File: src/rtl/alu_result_stage_if.sv
`default_nettype none
// +--------------------------------------------------------------------------+
// | alu_result_stage_if : operation input and result output bundle for       |
// |                       alu_result_stage                                   |
// | Revision 1.0                                                             |
// +--------------------------------------------------------------------------+
interface alu_result_stage_if #(
  parameter int DATA_WIDTH = 32
);
  logic                  in_valid;
  logic                  in_ready;
  logic [2:0]            in_op;
  logic [DATA_WIDTH-1:0] in_a;
  logic [DATA_WIDTH-1:0] in_b;
  logic [DATA_WIDTH-1:0] in_a_plus_b;
  logic [DATA_WIDTH-1:0] in_a_minus_b;
  logic [DATA_WIDTH-1:0] in_not_a;
  logic [DATA_WIDTH-1:0] in_a_and_b;
  logic [DATA_WIDTH-1:0] in_a_or_b;
  logic [DATA_WIDTH-1:0] in_a_xor_b;
  logic                  out_valid;
  logic                  out_ready;
  logic [DATA_WIDTH-1:0] out_result;
  logic [3:0]            out_flags;
  logic                  out_err;

  // Upstream/consumer side of the stage
  modport master (
    output in_valid, in_op, in_a, in_b,
    output in_a_plus_b, in_a_minus_b, in_not_a, in_a_and_b, in_a_or_b, in_a_xor_b,
    output out_ready,
    input  in_ready, out_valid, out_result, out_flags, out_err
  );

  // The stage itself
  modport slave (
    input  in_valid, in_op, in_a, in_b,
    input  in_a_plus_b, in_a_minus_b, in_not_a, in_a_and_b, in_a_or_b, in_a_xor_b,
    input  out_ready,
    output in_ready, out_valid, out_result, out_flags, out_err
  );
endinterface
`default_nettype wire

File: src/rtl/alu_result_stage.sv
`default_nettype none
// +--------------------------------------------------------------------------+
// | alu_result_stage : selects an ALU result by opcode, derives Z/N/C/V and  |
// |                    holds it in a 2-entry valid/ready output buffer       |
// | Revision 1.0                                                             |
// +--------------------------------------------------------------------------+
module alu_result_stage #(
  parameter int DATA_WIDTH = 32
) (
  input  logic              clk,
  input  logic              resetn,
  alu_result_stage_if.slave bus
);

  localparam int MSB = DATA_WIDTH - 1;

  localparam logic [2:0] OP_ADD = 3'd0;
  localparam logic [2:0] OP_SUB = 3'd1;
  localparam logic [2:0] OP_NOT = 3'd2;
  localparam logic [2:0] OP_AND = 3'd3;
  localparam logic [2:0] OP_OR  = 3'd4;
  localparam logic [2:0] OP_XOR = 3'd5;

  localparam logic [1:0] CNT_EMPTY = 2'd0;
  localparam logic [1:0] CNT_ONE   = 2'd1;
  localparam logic [1:0] CNT_FULL  = 2'd2;

  logic [1:0]            count_q, count_d;
  logic [DATA_WIDTH-1:0] head_result_q, head_result_d;
  logic [3:0]            head_flags_q, head_flags_d;
  logic                  head_err_q, head_err_d;
  logic [DATA_WIDTH-1:0] tail_result_q, tail_result_d;
  logic [3:0]            tail_flags_q, tail_flags_d;
  logic                  tail_err_q, tail_err_d;

  logic [DATA_WIDTH-1:0] new_result;
  logic                  new_err;
  logic                  new_c;
  logic                  new_v;
  logic [3:0]            new_flags;
  logic                  push;
  logic                  pop;

  // Handshake depends only on registered occupancy, never on out_ready.
  assign bus.in_ready   = (count_q != CNT_FULL);
  assign bus.out_valid  = (count_q != CNT_EMPTY);
  assign bus.out_result = head_result_q;
  assign bus.out_flags  = head_flags_q;
  assign bus.out_err    = head_err_q;

  assign push = bus.in_valid & bus.in_ready;
  assign pop  = bus.out_valid & bus.out_ready;

  always_comb begin
    new_result = '0;
    new_err    = 1'b0;
    case (bus.in_op)
      OP_ADD:  new_result = bus.in_a_plus_b;
      OP_SUB:  new_result = bus.in_a_minus_b;
      OP_NOT:  new_result = bus.in_not_a;
      OP_AND:  new_result = bus.in_a_and_b;
      OP_OR:   new_result = bus.in_a_or_b;
      OP_XOR:  new_result = bus.in_a_xor_b;
      default: new_err    = 1'b1;
    endcase
  end

  // Carry/overflow are inferred from operand and result sign bits, so the
  // supplied sum/difference is trusted rather than recomputed.
  always_comb begin
    new_c = 1'b0;
    new_v = 1'b0;
    case (bus.in_op)
      OP_ADD: begin
        new_c = (bus.in_a[MSB] & bus.in_b[MSB]) |
                ((bus.in_a[MSB] | bus.in_b[MSB]) & ~new_result[MSB]);
        new_v = (bus.in_a[MSB] == bus.in_b[MSB]) & (new_result[MSB] != bus.in_a[MSB]);
      end
      OP_SUB: begin
        new_c = (bus.in_a < bus.in_b);
        new_v = (bus.in_a[MSB] != bus.in_b[MSB]) & (new_result[MSB] != bus.in_a[MSB]);
      end
      default: begin
        new_c = 1'b0;
        new_v = 1'b0;
      end
    endcase
  end

  assign new_flags = {(new_result == '0), new_result[MSB], new_c, new_v};

  always_comb begin
    count_d       = count_q;
    head_result_d = head_result_q;
    head_flags_d  = head_flags_q;
    head_err_d    = head_err_q;
    tail_result_d = tail_result_q;
    tail_flags_d  = tail_flags_q;
    tail_err_d    = tail_err_q;
    case (count_q)
      CNT_EMPTY: begin
        if (push) begin
          head_result_d = new_result;
          head_flags_d  = new_flags;
          head_err_d    = new_err;
          count_d       = CNT_ONE;
        end
      end
      CNT_ONE: begin
        if (push && pop) begin
          head_result_d = new_result;
          head_flags_d  = new_flags;
          head_err_d    = new_err;
        end else if (push) begin
          tail_result_d = new_result;
          tail_flags_d  = new_flags;
          tail_err_d    = new_err;
          count_d       = CNT_FULL;
        end else if (pop) begin
          // Head keeps its contents so outputs hold while empty.
          count_d = CNT_EMPTY;
        end
      end
      CNT_FULL: begin
        if (pop) begin
          head_result_d = tail_result_q;
          head_flags_d  = tail_flags_q;
          head_err_d    = tail_err_q;
          count_d       = CNT_ONE;
        end
      end
      default: count_d = CNT_EMPTY;
    endcase
  end

  always_ff @(posedge clk or negedge resetn) begin
    if (!resetn) begin
      count_q       <= CNT_EMPTY;
      head_result_q <= '0;
      head_flags_q  <= '0;
      head_err_q    <= 1'b0;
      tail_result_q <= '0;
      tail_flags_q  <= '0;
      tail_err_q    <= 1'b0;
    end else begin
      count_q       <= count_d;
      head_result_q <= head_result_d;
      head_flags_q  <= head_flags_d;
      head_err_q    <= head_err_d;
      tail_result_q <= tail_result_d;
      tail_flags_q  <= tail_flags_d;
      tail_err_q    <= tail_err_d;
    end
  end

endmodule
`default_nettype wire

File: src/flat_wrapper.sv
// flat-port wrapper written by rule: the top's interface ports become plain ports
module alu_result_stage_flat 
#(
  parameter int DATA_WIDTH = 32
)
  (clk, resetn, bus_in_valid, bus_in_op, bus_in_a, bus_in_b, bus_in_a_plus_b, bus_in_a_minus_b, bus_in_not_a, bus_in_a_and_b, bus_in_a_or_b, bus_in_a_xor_b, bus_out_ready, bus_in_ready, bus_out_valid, bus_out_result, bus_out_flags, bus_out_err);
  alu_result_stage_if #(.DATA_WIDTH(DATA_WIDTH)) bus_i ();
  input  logic clk;
  input  logic resetn;
  input wire logic [$bits(bus_i.in_valid)-1:0] bus_in_valid;
  input wire logic [$bits(bus_i.in_op)-1:0] bus_in_op;
  input wire logic [$bits(bus_i.in_a)-1:0] bus_in_a;
  input wire logic [$bits(bus_i.in_b)-1:0] bus_in_b;
  input wire logic [$bits(bus_i.in_a_plus_b)-1:0] bus_in_a_plus_b;
  input wire logic [$bits(bus_i.in_a_minus_b)-1:0] bus_in_a_minus_b;
  input wire logic [$bits(bus_i.in_not_a)-1:0] bus_in_not_a;
  input wire logic [$bits(bus_i.in_a_and_b)-1:0] bus_in_a_and_b;
  input wire logic [$bits(bus_i.in_a_or_b)-1:0] bus_in_a_or_b;
  input wire logic [$bits(bus_i.in_a_xor_b)-1:0] bus_in_a_xor_b;
  input wire logic [$bits(bus_i.out_ready)-1:0] bus_out_ready;
  output wire logic [$bits(bus_i.in_ready)-1:0] bus_in_ready;
  output wire logic [$bits(bus_i.out_valid)-1:0] bus_out_valid;
  output wire logic [$bits(bus_i.out_result)-1:0] bus_out_result;
  output wire logic [$bits(bus_i.out_flags)-1:0] bus_out_flags;
  output wire logic [$bits(bus_i.out_err)-1:0] bus_out_err;
  assign bus_i.in_valid = bus_in_valid;
  assign bus_i.in_op = bus_in_op;
  assign bus_i.in_a = bus_in_a;
  assign bus_i.in_b = bus_in_b;
  assign bus_i.in_a_plus_b = bus_in_a_plus_b;
  assign bus_i.in_a_minus_b = bus_in_a_minus_b;
  assign bus_i.in_not_a = bus_in_not_a;
  assign bus_i.in_a_and_b = bus_in_a_and_b;
  assign bus_i.in_a_or_b = bus_in_a_or_b;
  assign bus_i.in_a_xor_b = bus_in_a_xor_b;
  assign bus_i.out_ready = bus_out_ready;
  assign bus_in_ready = bus_i.in_ready;
  assign bus_out_valid = bus_i.out_valid;
  assign bus_out_result = bus_i.out_result;
  assign bus_out_flags = bus_i.out_flags;
  assign bus_out_err = bus_i.out_err;
  alu_result_stage #(.DATA_WIDTH(DATA_WIDTH)) u_core (.clk(clk), .resetn(resetn), .bus(bus_i));
endmodule
File: config.mk
export PLATFORM = sky130hd
export DESIGN_NAME = alu_result_stage_flat
export DESIGN_NICKNAME = d
export VERILOG_FILES = /design/src/rtl/alu_result_stage_if.sv /design/src/rtl/alu_result_stage.sv /design/src/flat_wrapper.sv
export SDC_FILE = /design/constraint.sdc
export NUM_CORES = 1
export LEC_CHECK = 0
export CAP_MARGIN = 25
export CORE_ASPECT_RATIO = 0.6
export CORE_UTILIZATION = 41
export CTS_CLUSTER_SIZE = 16
export DETAILED_ROUTE_END_ITERATION = 16
export GPL_TIMING_DRIVEN = 0
export HOLD_SLACK_MARGIN = 0.02
export PLACE_DENSITY = 0.9
export SYNTH_ARGS = -nofsm -noshare
export SYNTH_HDL_FRONTEND = slang
export SYNTH_SLANG_ARGS = --single-unit
File: constraint.sdc
create_clock -name clk -period 2.61 [get_ports clk]
set_clock_uncertainty 0.2 [all_clocks]
set_input_delay 0.261 -clock clk [delete_from_list [all_inputs] [get_ports clk]]
set_output_delay 0.261 -clock clk [all_outputs]
set_load 0.03 [all_outputs]
==> results.toml, run 1 <==
[power_and_ir_drop]
p_sw_mw = 1.935
p_per_area_nw_per_um2 = 562.5
ir_drop_mv = 0.3897
comb_power_share = 0.445
pwr-share-seq = 0.318
p_leak_nw = 4.072
p_sw_frac = 0.3635
p_int_mw = 3.389
clkPwrFrac = 0.237

[synthesis]
yosys_most_used_dff = "dfrtp_1"
avgSynthCellArea_um2 = 8.666
async_flop_share = 1.000
syn-num-nets = 962
ys_ff_latch = 74
synth_edf_count = 0
syn_inst = 666
synth_cell_type_count = 61
ys_warn_count = 0
ys_seq_area_frac = 0.3208
syn_area_um2 = 5772

[finish]
nets = 1278
final_cell_mix = "clkdlybuf4s50_1 (297), a21oi_1 (82), nor2_1 (74), dfrtp_1 (74), nand2_1 (53)"
diodes = 0
final_area_um2 = 9465
seq_area_um2 = 1852
drive_gt1_frac = 0.08815
nFillCells = 1076
final_common_cell = "clkdlybuf4s50_1"
multi_input_area_um2 = 3628
area_growth_pct = 63.99

[placed_design]
hpwl_mm = 20.58
dp_slack_ns = -1.003
io_buffers = 299
place_area_um2 = 9030
gp_congestion = 0.9650

[status]
status = "finished, final reports clean"

[global_route]
grt_start_max_net_pins = 75
grt_first_pass_wirelength_mm = 38.69
overflow = 0
grt_pass1_vias = 6958
grt_usage = 0.3587
antenna_found_initial = 0

[floorplanning]
die_x_um = 155.2
die_area_um2 = 14570
initial_core_util = 0.4210
rows = 33
io_pins = 302
die_h_um = 93.91
core_um2 = 13710

[detailed_routing]
postRouteAntennaNets = 0
drc_errors = 0
drt_wl_total_mm = 25.45
drt_iter0_drc = 716
drt_pre_antenna_iters = 6
vias = 6904
viasPerCell = 5.856
routedWlPerCell_um = 21.59

[critical_path]
critPathRequiredTime_ns = 2.62
cp_top_family = "buffers and inverters"
crit_chain = "nor2b_1, inv_1, nand2_1, clkbuf_1, buf_1, nor2_1, a21oi_1, a21oi_1"
path_class = "reg2reg"
crit_top_cell = "a21oi_1"
critPathMaxFanout = 10
r2r_start = "u_core.count_q[1]$_DFFE_PN0P_"
cp.arrival_ns = 2.52
worstSetupStartpointType = "flop"
crit_path_end_kind = "flop"
critPathMaxStageDelay_ns = 0.43
cp.depth = 8
crit_buf_inv = 3
reg2reg_slack_ns = 0.09
startpoint = "u_core.count_q[1]$_DFFE_PN0P_"
regToRegEndpoint = "u_core.bus.out_result[26]$_DFFE_PN0P_"
endpoint = "u_core.bus.out_result[26]$_DFFE_PN0P_"
cpMaxStageDelayCell = "dfrtp_1"
worstRegToRegCells = 8

[timing]
timing_hold_violations_final = 0
tightest_slew_ns = 0.7291
relSlewSlack = 0.5139
rsz0062_at_grt = "false"
setup_viol = 0
period_needed_ns = 2.517
fin_ws_ns = 0.09257
fmax_ghz = 0.3972
setup_tns_ns = 0
fin_crit_sh = 0.9645
maxSlewViolCount = 0

[min_path]
hp-class = "reg2reg"
holdPathStages = 2

[cts]
cts_buffers = 9
clockBufferDepth = 2
cts_tree = "built"
worstSkewPairLatency_ns = 0.34
h-tree-depth = 3
clk_pin_slew_ns = 0.06
clock-root-buffer = "clkbuf_16"
cts_num_sinks = 74

[flow_run]
maxCapViolations = 0
-- layout make-up --
cell class                 instances  share of cell area
multi-input combinational        512              0.3833
timing repair buffer             307              0.3249
sequential                        74              0.1956
clock buffer                      14             0.02789
tap                              192             0.02538
buffer                            41             0.02445
inverter                          37             0.01467
clock inverter                     2            0.003701
-- repair_timing --
action	in CTS	in global routing
hold buffers	1	0
endpoints found under the hold margin	74	0
pin swaps	5	3
resized for setup	17	9
cloned	0	0
setup buffers	5	1
setup endpoints to repair	16	8
-- worst reg2reg max path, delay by kind of cell (launching register included) --
kind	cells	cell delay [ns]
AND/OR/NAND/NOR	3	0.43
flip-flops	1	0.43
AO/OA/AOI/OAI	2	0.34
buffers and inverters	3	0.97
-- how the worst min path moves through the flow --
stage	to	start
after global placement	u_core.tail_result_q[25]$_DFFE_PN0P_	u_core.tail_result_q[25]$_DFFE_PN0P_
after global routing	u_core.tail_result_q[21]$_DFFE_PN0P_	u_core.tail_result_q[21]$_DFFE_PN0P_
final	u_core.tail_result_q[25]$_DFFE_PN0P_	u_core.tail_result_q[25]$_DFFE_PN0P_
after floorplan	u_core.bus.out_err$_DFFE_PN0P_	resetn
after CTS	u_core.tail_result_q[10]$_DFFE_PN0P_	bus_in_op[1]
after detailed placement	u_core.bus.out_flags[2]$_DFFE_PN0P_	resetn
-- flip-flops by register name, summed over array words and instances, names as in the netlist --
name	count
u_core.tail_err_q	1
u_core.tail_result_q	31
u_core.tail_flags_q	4
u_core.bus.out_result	31
u_core.bus.out_err	1
u_core.bus.out_flags	4
u_core.count_q	2
-- stage by stage --
stage	hold WS [ns]	total power, mW	util	cells
detailed placement	0.1046	4.007	0.6587	1158
global route	0.2993	5.580	0.6905	1179
global placement	0.2536	3.939	0.6569	1157
CTS	0.2385	5.302	0.6886	1180
floorplan	-0.2346	2.834	-	666
finish	0.2774	5.324	0.6905	1179
-- cell families after synthesis --
logic type | count (synthesis) | share of synthesized area
compound gates | 208 | 0.2276
simple gates | 195 | 0.1622
buf+inv | 80 | 0.05918
mux | 74 | 0.1556
flops | 74 | 0.3208
fa+ha+maj | 33 | 0.07154
xor+xnor | 2 | 0.003035
-- synth_stat cells, types with 3 or more instances --
cell	number	area share
a211oi_1	3	0.0039
a21o_1	11	0.014
a21oi_1	82	0.071
a221oi_1	7	0.011
a222oi_1	7	0.012
a22o_1	7	0.011
a22oi_1	12	0.016
and2_1	3	0.0033
and4_1	4	0.0061
buf_1	3	0.0020
buf_2	12	0.010
buf_4	3	0.0039
clkbuf_1	23	0.015
dfrtp_1	74	0.32
ha_1	33	0.072
inv_1	37	0.024
mux2_1	7	0.014
mux2_2	25	0.049
mux2i_1	32	0.055
mux4_2	9	0.035
nand2_1	53	0.034
nand2b_1	15	0.016
nand3_1	5	0.0043
nand4_1	4	0.0043
nand4b_1	3	0.0046
nor2_1	74	0.048
nor2b_1	11	0.012
nor3_1	4	0.0035
o211ai_1	5	0.0065
o21a_1	4	0.0052
o21ai_0	37	0.032
o21ai_1	5	0.0043
o22ai_1	7	0.0076
o2bb2ai_1	4	0.0061
or2_2	3	0.0033
-- power groups by stage --
| stage | registers, mW | logic [mW] | clock network [mW] |
|---|---|---|---|
| after CTS | 1.69 | 2.35 | 1.27 |
| final | 1.69 | 2.37 | 1.26 |
| after global placement | 1.69 | 2.25 | 0 |
| after floorplan | 2.02 | 0.816 | 0 |
| after detailed placement | 1.70 | 2.31 | 0 |
| after global routing | 1.73 | 2.53 | 1.32 |
-- layer usage --
layer / track usage / part of all wire / up-vias
met1: 0.4146 / 0.37 / 3224
li1: - / - / 3057
met5: 0 / 0 / -
met2: 0.5860 / 0.45 / 521
met3: 0.1356 / 0.13 / 102
met4: 0.1822 / 0.045 / 0
(Power assumes the default switching activity.)
==> inputs of run 2 (changes only) <==
--- a/config.mk
+++ b/config.mk
@@ -10,6 +10,7 @@
 export CORE_UTILIZATION = 41
 export CTS_CLUSTER_SIZE = 16
 export DETAILED_ROUTE_END_ITERATION = 16
+export GPL_ROUTABILITY_DRIVEN = 0
 export GPL_TIMING_DRIVEN = 0
 export HOLD_SLACK_MARGIN = 0.02
 export PLACE_DENSITY = 0.9
==> run 2 against run 1 <==
  * Power down 0.34%
  * Sequential cell count did not move
  * Count of clock-buffer cells in the layout decreased by 4
  * Critical path depth rose by 1
  * Sequential share of layout area hardly changed
  * Worst setup slack got worse by 0.068 ns
  * Sequential power barely moved
  * Design area about the same
  * Cell count up 0.34%
  * Fmax down 2.6%
  * Die area unchanged
==> results.toml, run 2 (synthesis gave the netlist of run 1 again) <==
[finish]
nets = 1282
drive_gt1_frac = 0.09284
seq_area_um2 = 1852
multi_input_area_um2 = 3620
area_growth_pct = 64.04
nFillCells = 1090
diodes = 0
final_cell_mix = "clkdlybuf4s50_1 (297), a21oi_1 (82), nor2_1 (74), dfrtp_1 (74), nand2_1 (53)"
final_area_um2 = 9468
final_common_cell = "clkdlybuf4s50_1"

[cts]
cts_tree = "built"
clk_pin_slew_ns = 0.06
cts_buffers = 9
clockBufferDepth = 2
h-tree-depth = 3
cts_num_sinks = 74
clock-root-buffer = "clkbuf_16"
worstSkewPairLatency_ns = 0.35

[power_and_ir_drop]
p_per_area_nw_per_um2 = 560.4
ir_drop_mv = 0.4105
clkPwrFrac = 0.233
pwr-share-seq = 0.319
p_int_mw = 3.333
p_sw_mw = 1.973
p_leak_nw = 4.088
total_power_mw = 5.306
comb_power_share = 0.447
p_sw_frac = 0.3718

[timing]
relSlewSlack = 0.5033
fmax_ghz = 0.3869
maxSlewViolCount = 0
setup_viol = 0
timing_hold_violations_final = 0
tightest_slew_ns = 0.7450
setup_tns_ns = 0
fin_ws_ns = 0.02506
fin_crit_sh = 0.9904
hold_ws_ns = 0.08074
rsz0062_at_grt = "false"
period_needed_ns = 2.585

[floorplanning]
io_pins = 302
die_x_um = 155.2
initial_core_util = 0.4210
die_h_um = 93.91
rows = 33
core_um2 = 13710
die_area_um2 = 14570

[critical_path]
critPathRequiredTime_ns = 2.68
r2r_start = "u_core.count_q[0]$_DFFE_PN0P_"
critPathMaxFanout = 10
worstRegToRegCells = 8
regToRegEndpoint = "u_core.bus.out_result[30]$_DFFE_PN0P_"
path_class = "in2reg"
crit_path_end_kind = "flop"
startpoint = "bus_in_op[2]"
reg2reg_slack_ns = 0.17
worstSetupStartpointType = "primary input"
endpoint = "u_core.bus.out_flags[3]$_DFFE_PN0P_"
cp.arrival_ns = 2.66

[global_route]
grt_pass1_vias = 6889
overflow = 0
grt_first_pass_wirelength_mm = 38.27
grt_usage = 0.3537
antenna_found_initial = 0
grt_start_max_net_pins = 75

[detailed_routing]
viasPerCell = 5.893
drt_pre_antenna_iters = 6
drc_errors = 0
vias = 6972
postRouteAntennaNets = 0
drt_iter0_drc = 787
routedWlPerCell_um = 21.80
drt_wl_total_mm = 25.79

[placed_design]
dp_slack_ns = -0.9807
io_buffers = 299
place_area_um2 = 9002
hpwl_mm = 20.52

[flow_run]
maxCapViolations = 0

[min_path]
hp-class = "in2async"

[status]
status = "finished, final reports clean"
## run 2: worst max-delay path: stages
cell      delay, ns
buf_4          0.13
buf_2          0.29
buf_4          0.28
mux2i_1        0.30
o22ai_1        0.17
nor4_4         0.45
nor4bb_4       0.49
nand4_1        0.14
o21ai_1        0.13
## run 2: power groups by stage
stage	logic [mW]	registers [mW]	clock network (mW)
after CTS	2.34	1.68	1.23
after global routing	2.52	1.73	1.28
after global placement	2.25	1.68	0
final	2.37	1.69	1.24
after detailed placement	2.30	1.70	0
after floorplan	0.816	2.02	0
## run 2: per-layer routing
metal | global-route usage | part of all wire | vias to the layer above
met5 | 0 | 0 | -
met4 | 0.1552 | 0.040 | 0
met3 | 0.1042 | 0.12 | 93
met2 | 0.5897 | 0.46 | 521
met1 | 0.4268 | 0.38 | 3290
li1 | - | - | 3068
## run 2: stage by stage
| step | utilization | std cells |
|---|---|---|
| 3_5_place_dp | 0.6567 | 1157 |
| 6_report | 0.6907 | 1183 |
| 3_3_place_gp | 0.6569 | 1157 |
| 2_1_floorplan | - | 666 |
| 4_1_cts | 0.6851 | 1179 |
| 5_1_grt | 0.6907 | 1183 |
## run 2: cell type report
class,instances,area share
clock buffer,10,0.02418
multi-input combinational,512,0.3823
timing repair buffer,311,0.3280
inverter,37,0.01467
buffer,41,0.02379
sequential,74,0.1956
tap,192,0.02537
clock inverter,6,0.006079
## run 2: worst min-delay path by stage
stage                                                     from                                   end  cells past startpoint  slack, ns
final                                                   resetn   u_core.bus.out_flags[2]$_DFFE_PN0P_                      2       0.08
after floorplan                                         resetn        u_core.bus.out_err$_DFFE_PN0P_                      0      -0.23
after global routing                                    resetn   u_core.bus.out_flags[2]$_DFFE_PN0P_                      2       0.08
after global placement    u_core.tail_result_q[25]$_DFFE_PN0P_  u_core.tail_result_q[25]$_DFFE_PN0P_                      2       0.25
after detailed placement                                resetn   u_core.bus.out_flags[2]$_DFFE_PN0P_                      1       0.27
after CTS                                         bus_in_op[1]  u_core.tail_result_q[10]$_DFFE_PN0P_                      3       0.25
## run 2: timing repair
action	in CTS	in global routing
hold endpoints to repair	74	0
setup endpoints to repair	17	10
hold buffers	1	0
gates resized for setup	15	9
gates cloned	0	0
pin swaps	4	2
buffers inserted	5	5
